**src/rtl/comp_pipe.sv**
```systemverilog
// comp_pipe -- pipelined magnitude comparator with result counters.
//
// Compares two WIDTH-bit operands CHUNK bits at a time, MSB chunk first,
// one chunk per register stage, so a new operand pair can enter every cycle.
// The final stage feeds an output register holding out_valid and one-hot
// agtb/aeqb/altb flags. Three saturating counters tally the delivered
// results by outcome.
//
// Ports
//   clk, rst            : clock, synchronous active-high reset
//   in_valid / in_ready : operand handshake (a, b, signed_mode)
//   a, b                : WIDTH-bit operands
//   signed_mode         : 1 = two's-complement compare, 0 = unsigned
//   out_valid/out_ready : result handshake (agtb, aeqb, altb)
//   clr_cnt             : synchronous clear of the result counters
//   gt_cnt/eq_cnt/lt_cnt: saturating counts of delivered results
module comp_pipe #(
  parameter int WIDTH = 16,
  parameter int CHUNK = 4,
  parameter int CNT_W = 16
) (
  input  logic             clk,
  input  logic             rst,
  input  logic             in_valid,
  output logic             in_ready,
  input  logic [WIDTH-1:0] a,
  input  logic [WIDTH-1:0] b,
  input  logic             signed_mode,
  output logic             out_valid,
  input  logic             out_ready,
  output logic             agtb,
  output logic             aeqb,
  output logic             altb,
  input  logic             clr_cnt,
  output logic [CNT_W-1:0] gt_cnt,
  output logic [CNT_W-1:0] eq_cnt,
  output logic [CNT_W-1:0] lt_cnt
);

  localparam int STAGES = WIDTH / CHUNK;
  localparam logic [WIDTH-1:0] MSB_MASK = WIDTH'(1) << (WIDTH - 1);
  localparam logic [CNT_W-1:0] CNT_MAX  = '1;
  localparam logic [CNT_W-1:0] CNT_ONE  = CNT_W'(1);

  logic             advance_s;
  logic [WIDTH-1:0] a_mod_s;
  logic [WIDTH-1:0] b_mod_s;

  logic out_valid_q, out_valid_d;
  logic agtb_q, agtb_d;
  logic aeqb_q, aeqb_d;
  logic altb_q, altb_d;
  logic [CNT_W-1:0] gt_cnt_q, gt_cnt_d;
  logic [CNT_W-1:0] eq_cnt_q, eq_cnt_d;
  logic [CNT_W-1:0] lt_cnt_q, lt_cnt_d;
  logic hs_out_s;

  // Whole pipeline moves together; a stalled output freezes every stage.
  assign advance_s = !out_valid_q || out_ready;
  assign in_ready  = advance_s;

  // Flipping the sign bit maps two's-complement order onto unsigned order.
  assign a_mod_s = signed_mode ? (a ^ MSB_MASK) : a;
  assign b_mod_s = signed_mode ? (b ^ MSB_MASK) : b;

  genvar k;
  for (k = 0; k < STAGES; k++) begin : g_stage
    logic             vld_q, vld_d;
    logic             gt_q, gt_d;
    logic             eq_q, eq_d;
    logic             sm_q, sm_d;
    logic [WIDTH-1:0] a_q, a_d;
    logic [WIDTH-1:0] b_q, b_d;

    logic             src_vld_s, src_gt_s, src_eq_s, src_sm_s;
    logic [WIDTH-1:0] src_a_s, src_b_s;
    logic [CHUNK-1:0] ca_s, cb_s;

    if (k == 0) begin : g_src_in
      assign src_vld_s = in_valid;
      assign src_gt_s  = 1'b0;
      assign src_eq_s  = 1'b1;
      assign src_sm_s  = signed_mode;
      assign src_a_s   = a_mod_s;
      assign src_b_s   = b_mod_s;
    end else begin : g_src_prev
      assign src_vld_s = g_stage[k-1].vld_q;
      assign src_gt_s  = g_stage[k-1].gt_q;
      assign src_eq_s  = g_stage[k-1].eq_q;
      assign src_sm_s  = g_stage[k-1].sm_q;
      assign src_a_s   = g_stage[k-1].a_q;
      assign src_b_s   = g_stage[k-1].b_q;
    end

    // Operands are shifted left each stage, so the chunk to resolve is always on top.
    assign ca_s = src_a_s[WIDTH-1 -: CHUNK];
    assign cb_s = src_b_s[WIDTH-1 -: CHUNK];

    // Next-state for this stage: resolve one chunk while still equal, else hold.
    always_comb begin
      vld_d = vld_q;
      gt_d  = gt_q;
      eq_d  = eq_q;
      sm_d  = sm_q;
      a_d   = a_q;
      b_d   = b_q;
      if (advance_s) begin
        vld_d = src_vld_s;
        sm_d  = src_sm_s;
        a_d   = src_a_s << CHUNK;
        b_d   = src_b_s << CHUNK;
        gt_d  = src_gt_s;
        eq_d  = src_eq_s;
        if (src_eq_s) begin
          if (ca_s > cb_s) begin
            gt_d = 1'b1;
            eq_d = 1'b0;
          end else if (ca_s < cb_s) begin
            eq_d = 1'b0;
          end else begin
            eq_d = 1'b1;
          end
        end else begin
          eq_d = 1'b0;
        end
      end else begin
        vld_d = vld_q;
      end
    end

    // Stage valid bit, cleared by reset.
    always_ff @(posedge clk) begin
      if (rst) begin
        vld_q <= 1'b0;
      end else begin
        vld_q <= vld_d;
      end
    end

    // Stage payload; meaningless while the valid bit is low, so no reset.
    always_ff @(posedge clk) begin
      gt_q <= gt_d;
      eq_q <= eq_d;
      sm_q <= sm_d;
      a_q  <= a_d;
      b_q  <= b_d;
    end
  end

  // Last stage has fully consumed its operands; keep them from dangling.
  logic unused_tail_s;
  assign unused_tail_s = ^{g_stage[STAGES-1].a_q, g_stage[STAGES-1].b_q,
                           g_stage[STAGES-1].sm_q};

  // Output register: flags are forced low whenever no result is present.
  always_comb begin
    out_valid_d = out_valid_q;
    agtb_d      = agtb_q;
    aeqb_d      = aeqb_q;
    altb_d      = altb_q;
    if (advance_s) begin
      out_valid_d = g_stage[STAGES-1].vld_q;
      agtb_d      = g_stage[STAGES-1].vld_q & g_stage[STAGES-1].gt_q;
      aeqb_d      = g_stage[STAGES-1].vld_q & g_stage[STAGES-1].eq_q;
      altb_d      = g_stage[STAGES-1].vld_q & !g_stage[STAGES-1].gt_q
                    & !g_stage[STAGES-1].eq_q;
    end else begin
      out_valid_d = out_valid_q;
    end
  end

  assign hs_out_s = out_valid_q & out_ready;

  // Counter next-state: clear beats a same-cycle delivery; saturate at max.
  always_comb begin
    gt_cnt_d = gt_cnt_q;
    eq_cnt_d = eq_cnt_q;
    lt_cnt_d = lt_cnt_q;
    if (clr_cnt) begin
      gt_cnt_d = '0;
      eq_cnt_d = '0;
      lt_cnt_d = '0;
    end else if (hs_out_s) begin
      if (agtb_q && (gt_cnt_q != CNT_MAX)) begin
        gt_cnt_d = gt_cnt_q + CNT_ONE;
      end else if (aeqb_q && (eq_cnt_q != CNT_MAX)) begin
        eq_cnt_d = eq_cnt_q + CNT_ONE;
      end else if (altb_q && (lt_cnt_q != CNT_MAX)) begin
        lt_cnt_d = lt_cnt_q + CNT_ONE;
      end else begin
        gt_cnt_d = gt_cnt_q;
      end
    end else begin
      gt_cnt_d = gt_cnt_q;
    end
  end

  // Output and counter registers.
  always_ff @(posedge clk) begin
    if (rst) begin
      out_valid_q <= 1'b0;
      agtb_q      <= 1'b0;
      aeqb_q      <= 1'b0;
      altb_q      <= 1'b0;
      gt_cnt_q    <= '0;
      eq_cnt_q    <= '0;
      lt_cnt_q    <= '0;
    end else begin
      out_valid_q <= out_valid_d;
      agtb_q      <= agtb_d;
      aeqb_q      <= aeqb_d;
      altb_q      <= altb_d;
      gt_cnt_q    <= gt_cnt_d;
      eq_cnt_q    <= eq_cnt_d;
      lt_cnt_q    <= lt_cnt_d;
    end
  end

  assign out_valid = out_valid_q;
  assign agtb      = agtb_q;
  assign aeqb      = aeqb_q;
  assign altb      = altb_q;
  assign gt_cnt    = gt_cnt_q;
  assign eq_cnt    = eq_cnt_q;
  assign lt_cnt    = lt_cnt_q;

endmodule
```
**config.mk**
```make
export PLATFORM = sky130hd
export DESIGN_NAME = comp_pipe
export DESIGN_NICKNAME = d
export VERILOG_FILES = /design/src/rtl/comp_pipe.sv
export SDC_FILE = /design/constraint.sdc
export NUM_CORES = 1
export LEC_CHECK = 0
export CORE_ASPECT_RATIO = 1.5
export CORE_UTILIZATION = 47
export DETAILED_ROUTE_END_ITERATION = 10
export PLACE_DENSITY = 0.76
export SKIP_LAST_GASP = 1
export SYNTH_ARGS = -nofsm -noshare
export SYNTH_HDL_FRONTEND = slang
export SYNTH_SLANG_ARGS = --single-unit
```
**constraint.sdc**
```tcl
create_clock -name clk -period 2.6 [get_ports clk]
set_input_delay 0.52 -clock clk [delete_from_list [all_inputs] [get_ports clk]]
set_output_delay 0.52 -clock clk [all_outputs]
set_load 0.005 [all_outputs]
```
==> results of run 1 <==
==> cells in the mapped netlist (5+ instances only) <==
cell      number
ha_1          19
xnor2_1       14
nand4_1       20
nor2_1        47
clkbuf_1       6
xor2_1        23
nor4_1         5
nand3_1       19
o21a_1         6
dfxtp_1       56
or3_1          8
o21ai_0       13
edfxtp_1      56
and4_1         7
nand2b_1       7
nor2b_1        6
nand2_1       28
inv_1         21
a21oi_1       20
==> worst paths after layout <==
| kind | start | end | slack (ns) | depth (start not counted) |
|---|---|---|---|---|
| worst min register to register | g_stage[0].a_q[9] | g_stage[1].a_q[13] | 0.42 | 0 |
| worst min-delay path | g_stage[0].a_q[9] | g_stage[1].a_q[13] | 0.42 | 0 |
| worst max-delay path | out_ready | in_ready | 0.17 | 5 |
| worst max register to register | eq_cnt[0] | lt_cnt[6] | 0.18 | 8 |
==> stage by stage <==
step,total power [uW],hold WS [ns],setup slack (ns),TNS (ns)
final,3450,0.419,0.174,0
after global routing,3570,0.424,-0.0358,-0.0392
after CTS,3480,0.421,0.0596,0
after detailed placement,2140,0.405,0.0793,0
after global placement,2130,0.401,0.0880,0
after floorplan,2050,0.400,0.0989,0
==> state kept, by name, summed over array words and instances, names as in the netlist, 4 cells and up <==
| name | flops |
|---|---|
| g_stage.a_q | 24 |
| eq_cnt | 16 |
| g_stage.b_q | 24 |
| lt_cnt | 16 |
| g_stage.vld_q | 4 |
| gt_cnt | 16 |
| g_stage.eq_q | 4 |
| g_stage.gt_q | 4 |
==> power groups by stage <==
stage	Combinational, uW	Clock [uW]	Sequential, uW
after global placement	158	0	1970
final	164	1350	1940
after CTS	167	1380	1940
after floorplan	81.1	0	1970
after detailed placement	166	0	1980
after global routing	186	1440	1940
==> repair_timing <==
| action | CTS | global route |
|---|---|---|
| buffers inserted | 0 | 3 |
| endpoints found under the setup margin | 0 | 9 |
| hold buffers | 0 | 0 |
| gates resized for setup | 0 | 3 |
==> kinds of logic (layout without fill, tap and decap cells) <==
logic type | Yosys count | count (layout) | synth area share [%]
simple gates | 168 | 168 | 18.9
flops | 112 | 112 | 59.9
compound gates | 48 | 48 | 6.42
xor+xnor | 37 | 37 | 6.93
buf+inv | 31 | 153 | 2.51
fa+ha+maj | 19 | 19 | 5.08
mux | 1 | 1 | 0.214
==> per-layer routing <==
layer	GRT usage [%]	up-vias	share of wire, %
li1	-	1728	-
met2	32.0	94	54
met4	9.43	0	2.9
met3	3.71	18	4.7
met5	0	-	0
met1	17.9	1619	38
==> worst max-delay path: cells and delay by family <==
| family | cells | cell delay (ns) |
|---|---|---|
| buf+inv | 4 | 1.18 |
| simple gates | 1 | 0.20 |
==> area by class of cell <==
| type | instances | share of cell area (%) |
|---|---|---|
| clock buffers | 9 | 3.64 |
| clock inverters | 6 | 1.15 |
| inverters | 22 | 1.35 |
| multi-input cells | 273 | 28.5 |
| flip-flops and latches | 112 | 45.3 |
| well taps | 115 | 2.32 |
| repair buffers | 116 | 17.7 |
==> reports/results.ini, run 1 <==
[synthesis]
synth_area_leaders=edfxtp_1 (36%), dfxtp_1 (24%), ha_1 (5.1%)
syn_nets=473
synth_ff_type=edfxtp_1
ys_types=42
syn_avg_cell_area_um2=11.2
synth_top_cell_area_share_pct=36.0
synth_edf_count=56
synthesis.instances=416
yosysTopAreaCell=edfxtp_1
synth_async_sr_flop_share_pct=0
synth-seq-cells=112
synth-seq-area-share_pct=59.9
syn_area_um2=4680
ys_warn_count=0

[floorplan]
num_rows=44
start_util_pct=48.3
pin_count=91
die_x_um=83.5
dieArea_um2=10400
core_area_um2=9690
dieHeight_um=124

[global_route]
overflow=0
grt_max_degree=38
first_global_vias=3262
gr-usage-all-layers_pct=17.1
grt_pass1_wl_um=14000
antenna_found_initial=0

[clocking]
cts-root-buf=clkbuf_16
htreeDepth=3
cts.path.max_buffers=2
clkLatencyLatePin_ns=0.34
cts_buffers=9
clock_sinks=112
path_clk_slew_ns=0.07
cts_tree=done

[layout]
diodes=0
post-route-cell-area_um2=6190
layout-drive-gt1-share_pct=9.85
nFillCells=763
mostFrequentLayoutCells=clkdlybuf4s50_1 (90), edfxtp_1 (56), dfxtp_1 (55)
area_growth_pct=32.3
fin_util_pct=63.9
finalNonFillerCells=653
final_common_cell=clkdlybuf4s50_1
multiInputGateArea_um2=1770
fin_nets=591
register_area_um2=2800

[pwr]
switching_power_uw=686
seqPwrFrac_pct=56.2
power_frac_comb_pct=4.8
p_per_area_nw_per_um2=557
ir_drop_mv=0.490
clkPwrFrac_pct=39.1
switching_share_pct=19.9
p_leak_uw=0.00224
p_int_uw=2760

[routing]
dr.first_iter.drc_count=107
drtPass1Iterations=4
wl_per_cell_um=13.2
num_vias=3459
ant_nets=0
wirelength_um=8610
vias_per_cell=5.30
drc=0

[placed_design]
placed_cell_area_um2=5860
dp_hpwl_um=6410
numPortBuffers=90
place_congestion=0.855
dp_cells=635

[critical_path]
cp_slowest_cell=clkdlybuf4s50_1
worstSetupPathType=input port to output port
end_kind=output port
max_stage_delay_ns=0.47
worstPathRequired_ns=2.08
worstPathMaxFanout=2
timing.critical_path.mode_cell=clkdlybuf4s50_1
startpoint_type=input port
critPathArrivalTime_ns=1.91
crit_chain=clkdlybuf4s50_1 > buf_4 > nor2b_1 > clkinv_2 > clkdlybuf4s50_1

[timing]
finalSetupViolations=0
finalClockSkew_ns=0.00738
clock.fmax_mhz=412
relSlewSlack_pct=68.4
tightest_slew_ns=0.468
drv_slew=0
hold_viol_final=0
fin_crit_sh_pct=93.3
finalCriticalPeriod_ns=2.43

[worst_hold_path]
hold_path.class=flip-flop to flip-flop

[flow_run]
maxCapViolations=0

[outcome]
status=complete, no violations

(Power assumes the default switching activity.)
==> inputs of run 2 (changes only) <==
--- a/config.mk
+++ b/config.mk
@@ -7,6 +7,7 @@
 export LEC_CHECK = 0
 export CORE_ASPECT_RATIO = 1.5
 export CORE_UTILIZATION = 47
+export CTS_CLUSTER_DIAMETER = 120
 export DETAILED_ROUTE_END_ITERATION = 10
 export PLACE_DENSITY = 0.76
 export SKIP_LAST_GASP = 1
==> results of run 2 <==
Same layout as run 1: the final DEF is identical, and so are final timing and power.
==> inputs of run 3 (changes only) <==
--- a/config.mk
+++ b/config.mk
@@ -10,6 +10,7 @@
 export CTS_CLUSTER_DIAMETER = 120
 export DETAILED_ROUTE_END_ITERATION = 10
 export PLACE_DENSITY = 0.76
+export RECOVER_POWER = 100
 export SKIP_LAST_GASP = 1
 export SYNTH_ARGS = -nofsm -noshare
 export SYNTH_HDL_FRONTEND = slang
==> reports/results.ini, run 3 (synthesis results as in run 1) <==
[worst_hold_path]
hold_depth=0  ; unchanged
hold_path.class=flip-flop to flip-flop  ; unchanged

[pwr]
p_leak_uw=0.00237  ; was 0.00224 uW
switching_share_pct=19.9  ; about the same
clkPwrFrac_pct=39.1  ; about the same
p_int_uw=2750  ; was 2760 uW
ir_drop_mv=0.490  ; about the same
power_frac_comb_pct=4.5  ; was 4.8%
p_per_area_nw_per_um2=560  ; was 557 nW/um2
seqPwrFrac_pct=56.3  ; was 56.2%
switching_power_uw=686  ; about the same

[floorplan]
start_util_pct=48.3  ; unchanged
num_rows=44  ; unchanged
dieHeight_um=124  ; unchanged
core_area_um2=9690  ; unchanged
dieArea_um2=10400  ; unchanged
die_x_um=83.5  ; unchanged
pin_count=91  ; unchanged

[timing]
holdWs_ns=0.419  ; about the same
drv_slew=0  ; unchanged
finalCriticalPeriod_ns=2.42  ; was 2.43 ns
clock.fmax_mhz=414  ; was 412 MHz
setup_slack_ns=0.182  ; was 0.174 ns
fin_crit_sh_pct=93.0  ; was 93.3%
relSlewSlack_pct=61.0  ; was 68.4%
finalSetupViolations=0  ; unchanged
finalClockSkew_ns=0.00720  ; was 0.00738 ns
tightest_slew_ns=0.585  ; was 0.468 ns
hold_viol_final=0  ; unchanged

[critical_path]
crit_chain=ha_1 > nand3_1 > nor4bb_2 > nor2_1 > or4_1 > clkbuf_2 > or3_1 > a21oi_1  ; was clkdlybuf4s50_1 > buf_4 > nor2b_1 > clkinv_2 > clkdlybuf4s50_1
worstSetupPathType=flip-flop to flip-flop  ; was input port to output port
r2r_cells=8  ; unchanged
worstPathMaxFanout=8  ; was 2
end_kind=flip-flop  ; was output port
cp_slowest_cell=or4_1  ; was clkdlybuf4s50_1
critPathArrivalTime_ns=2.69  ; was 1.91 ns
max_stage_delay_ns=0.56  ; was 0.47 ns
startpoint_type=flip-flop  ; was input port
worstPathRequired_ns=2.87  ; was 2.08 ns

[placed_design]
place_congestion=0.855  ; unchanged
dp_cells=635  ; unchanged
place_ws_ns=0.0793  ; unchanged
dp_hpwl_um=6410  ; unchanged
numPortBuffers=90  ; unchanged
placed_cell_area_um2=5860  ; unchanged

[routing]
dr.first_iter.drc_count=122  ; was 107
wirelength_um=8560  ; was 8610 um
wl_per_cell_um=13.1  ; was 13.2 um
num_vias=3447  ; was 3,459
drtPass1Iterations=4  ; unchanged
drc=0  ; unchanged
ant_nets=0  ; unchanged
vias_per_cell=5.28  ; was 5.30

[global_route]
gr-usage-all-layers_pct=17.1  ; unchanged
met1_usage_pct=17.9  ; unchanged
grt_use_met3_pct=3.71  ; unchanged
first_global_vias=3262  ; unchanged
grt_max_degree=38  ; unchanged
antenna_found_initial=0  ; unchanged
grt_util_met2_pct=32.0  ; unchanged
overflow=0  ; unchanged
grt.busiest_layer=met2  ; unchanged
grt_pass1_wl_um=14000  ; unchanged

[layout]
register_area_um2=2800  ; unchanged
finalNonFillerCells=653  ; unchanged
mostFrequentLayoutCells=dlygate4sd3_1 (74), edfxtp_1 (56), dfxtp_1 (55)  ; was clkdlybuf4s50_1 (90), edfxtp_1 (56), dfxtp_1 (55)
area_growth_pct=31.2  ; was 32.3%
nFillCells=779  ; was 763
post-route-cell-area_um2=6140  ; was 6190 um2
fin_nets=591  ; unchanged
largestRegisters=g_stage.a_q (24), g_stage.b_q (24)  ; unchanged
diodes=0  ; unchanged
multiInputGateArea_um2=1750  ; was 1770 um2
final_common_cell=dlygate4sd3_1  ; was clkdlybuf4s50_1
layout-drive-gt1-share_pct=7.81  ; was 9.85%

[clocking]
htreeDepth=3  ; unchanged
cts.path.max_buffers=2  ; unchanged
clkLatencyLatePin_ns=0.34  ; about the same
cts_hold_buf=0  ; unchanged
path_clk_slew_ns=0.07  ; about the same
cts_tree=done  ; unchanged
cts_buffers=9  ; unchanged
cts-root-buf=clkbuf_16  ; unchanged
clock_sinks=112  ; unchanged

[flow_run]
maxCapViolations=0  ; unchanged

[outcome]
status=complete, no violations  ; unchanged

[run 3: power by group through the flow]
stage / sequential [uW] / clock, uW / combinational, uW
6_report: 1940 / 1350 / 156
5_1_grt: 1940 / 1440 / 178
4_1_cts: 1940 / 1380 / 167
3_5_place_dp: 1980 / 0 / 166
3_3_place_gp: 1970 / 0 / 158
2_1_floorplan: 1970 / 0 / 81.1
[run 3: timing repair]
item	CTS	global route
gates resized for setup	0	3
endpoints found under the setup margin	0	9
buffers inserted	0	3
[run 3: final timing paths]
| kind | to | slack [ns] | startpoint |
|---|---|---|---|
| worst max-delay path | lt_cnt[6] | 0.18 | eq_cnt[0] |
| worst min register to register | g_stage[1].a_q[12] | 0.42 | g_stage[0].a_q[8] |
| worst min-delay path | g_stage[1].a_q[12] | 0.42 | g_stage[0].a_q[8] |
| worst max register to register | lt_cnt[6] | 0.18 | eq_cnt[0] |
[run 3: metal layers]
layer | vias up | wire [um]
met4 | 0 | 250
met5 | - | 0
li1 | 1729 | -
met3 | 18 | 357
met2 | 85 | 4640
met1 | 1615 | 3310
[run 3: area by class of cell]
| type | count | area share [%] |
|---|---|---|
| clock inverter | 6 | 1.16 |
| inverter | 22 | 1.37 |
| tap | 115 | 2.34 |
| multi-input combinational | 273 | 28.6 |
| timing repair buffer | 116 | 17.2 |
| clock buffer | 9 | 3.67 |
| sequential | 112 | 45.7 |
[run 3: critical path: cells and delay by family, from the launching register on]
family,cells,cell delay (ns)
buffers and inverters,1,0.17
AO/OA/AOI/OAI,1,0.15
adder cells (fa/ha/maj),1,0.18
AND/OR/NAND/NOR,5,1.51
flip-flops,1,0.34
[run 3: per-stage QoR]
stage / total power [uW] / setup TNS, ns / utilization, %
5_1_grt: 3560 / -0.0370 / 63.4
6_report: 3440 / 0 / 63.4
3_3_place_gp: 2130 / 0 / 60.5
2_1_floorplan: 2050 / 0 / -
4_1_cts: 3480 / 0 / 63.5
3_5_place_dp: 2140 / 0 / 60.5
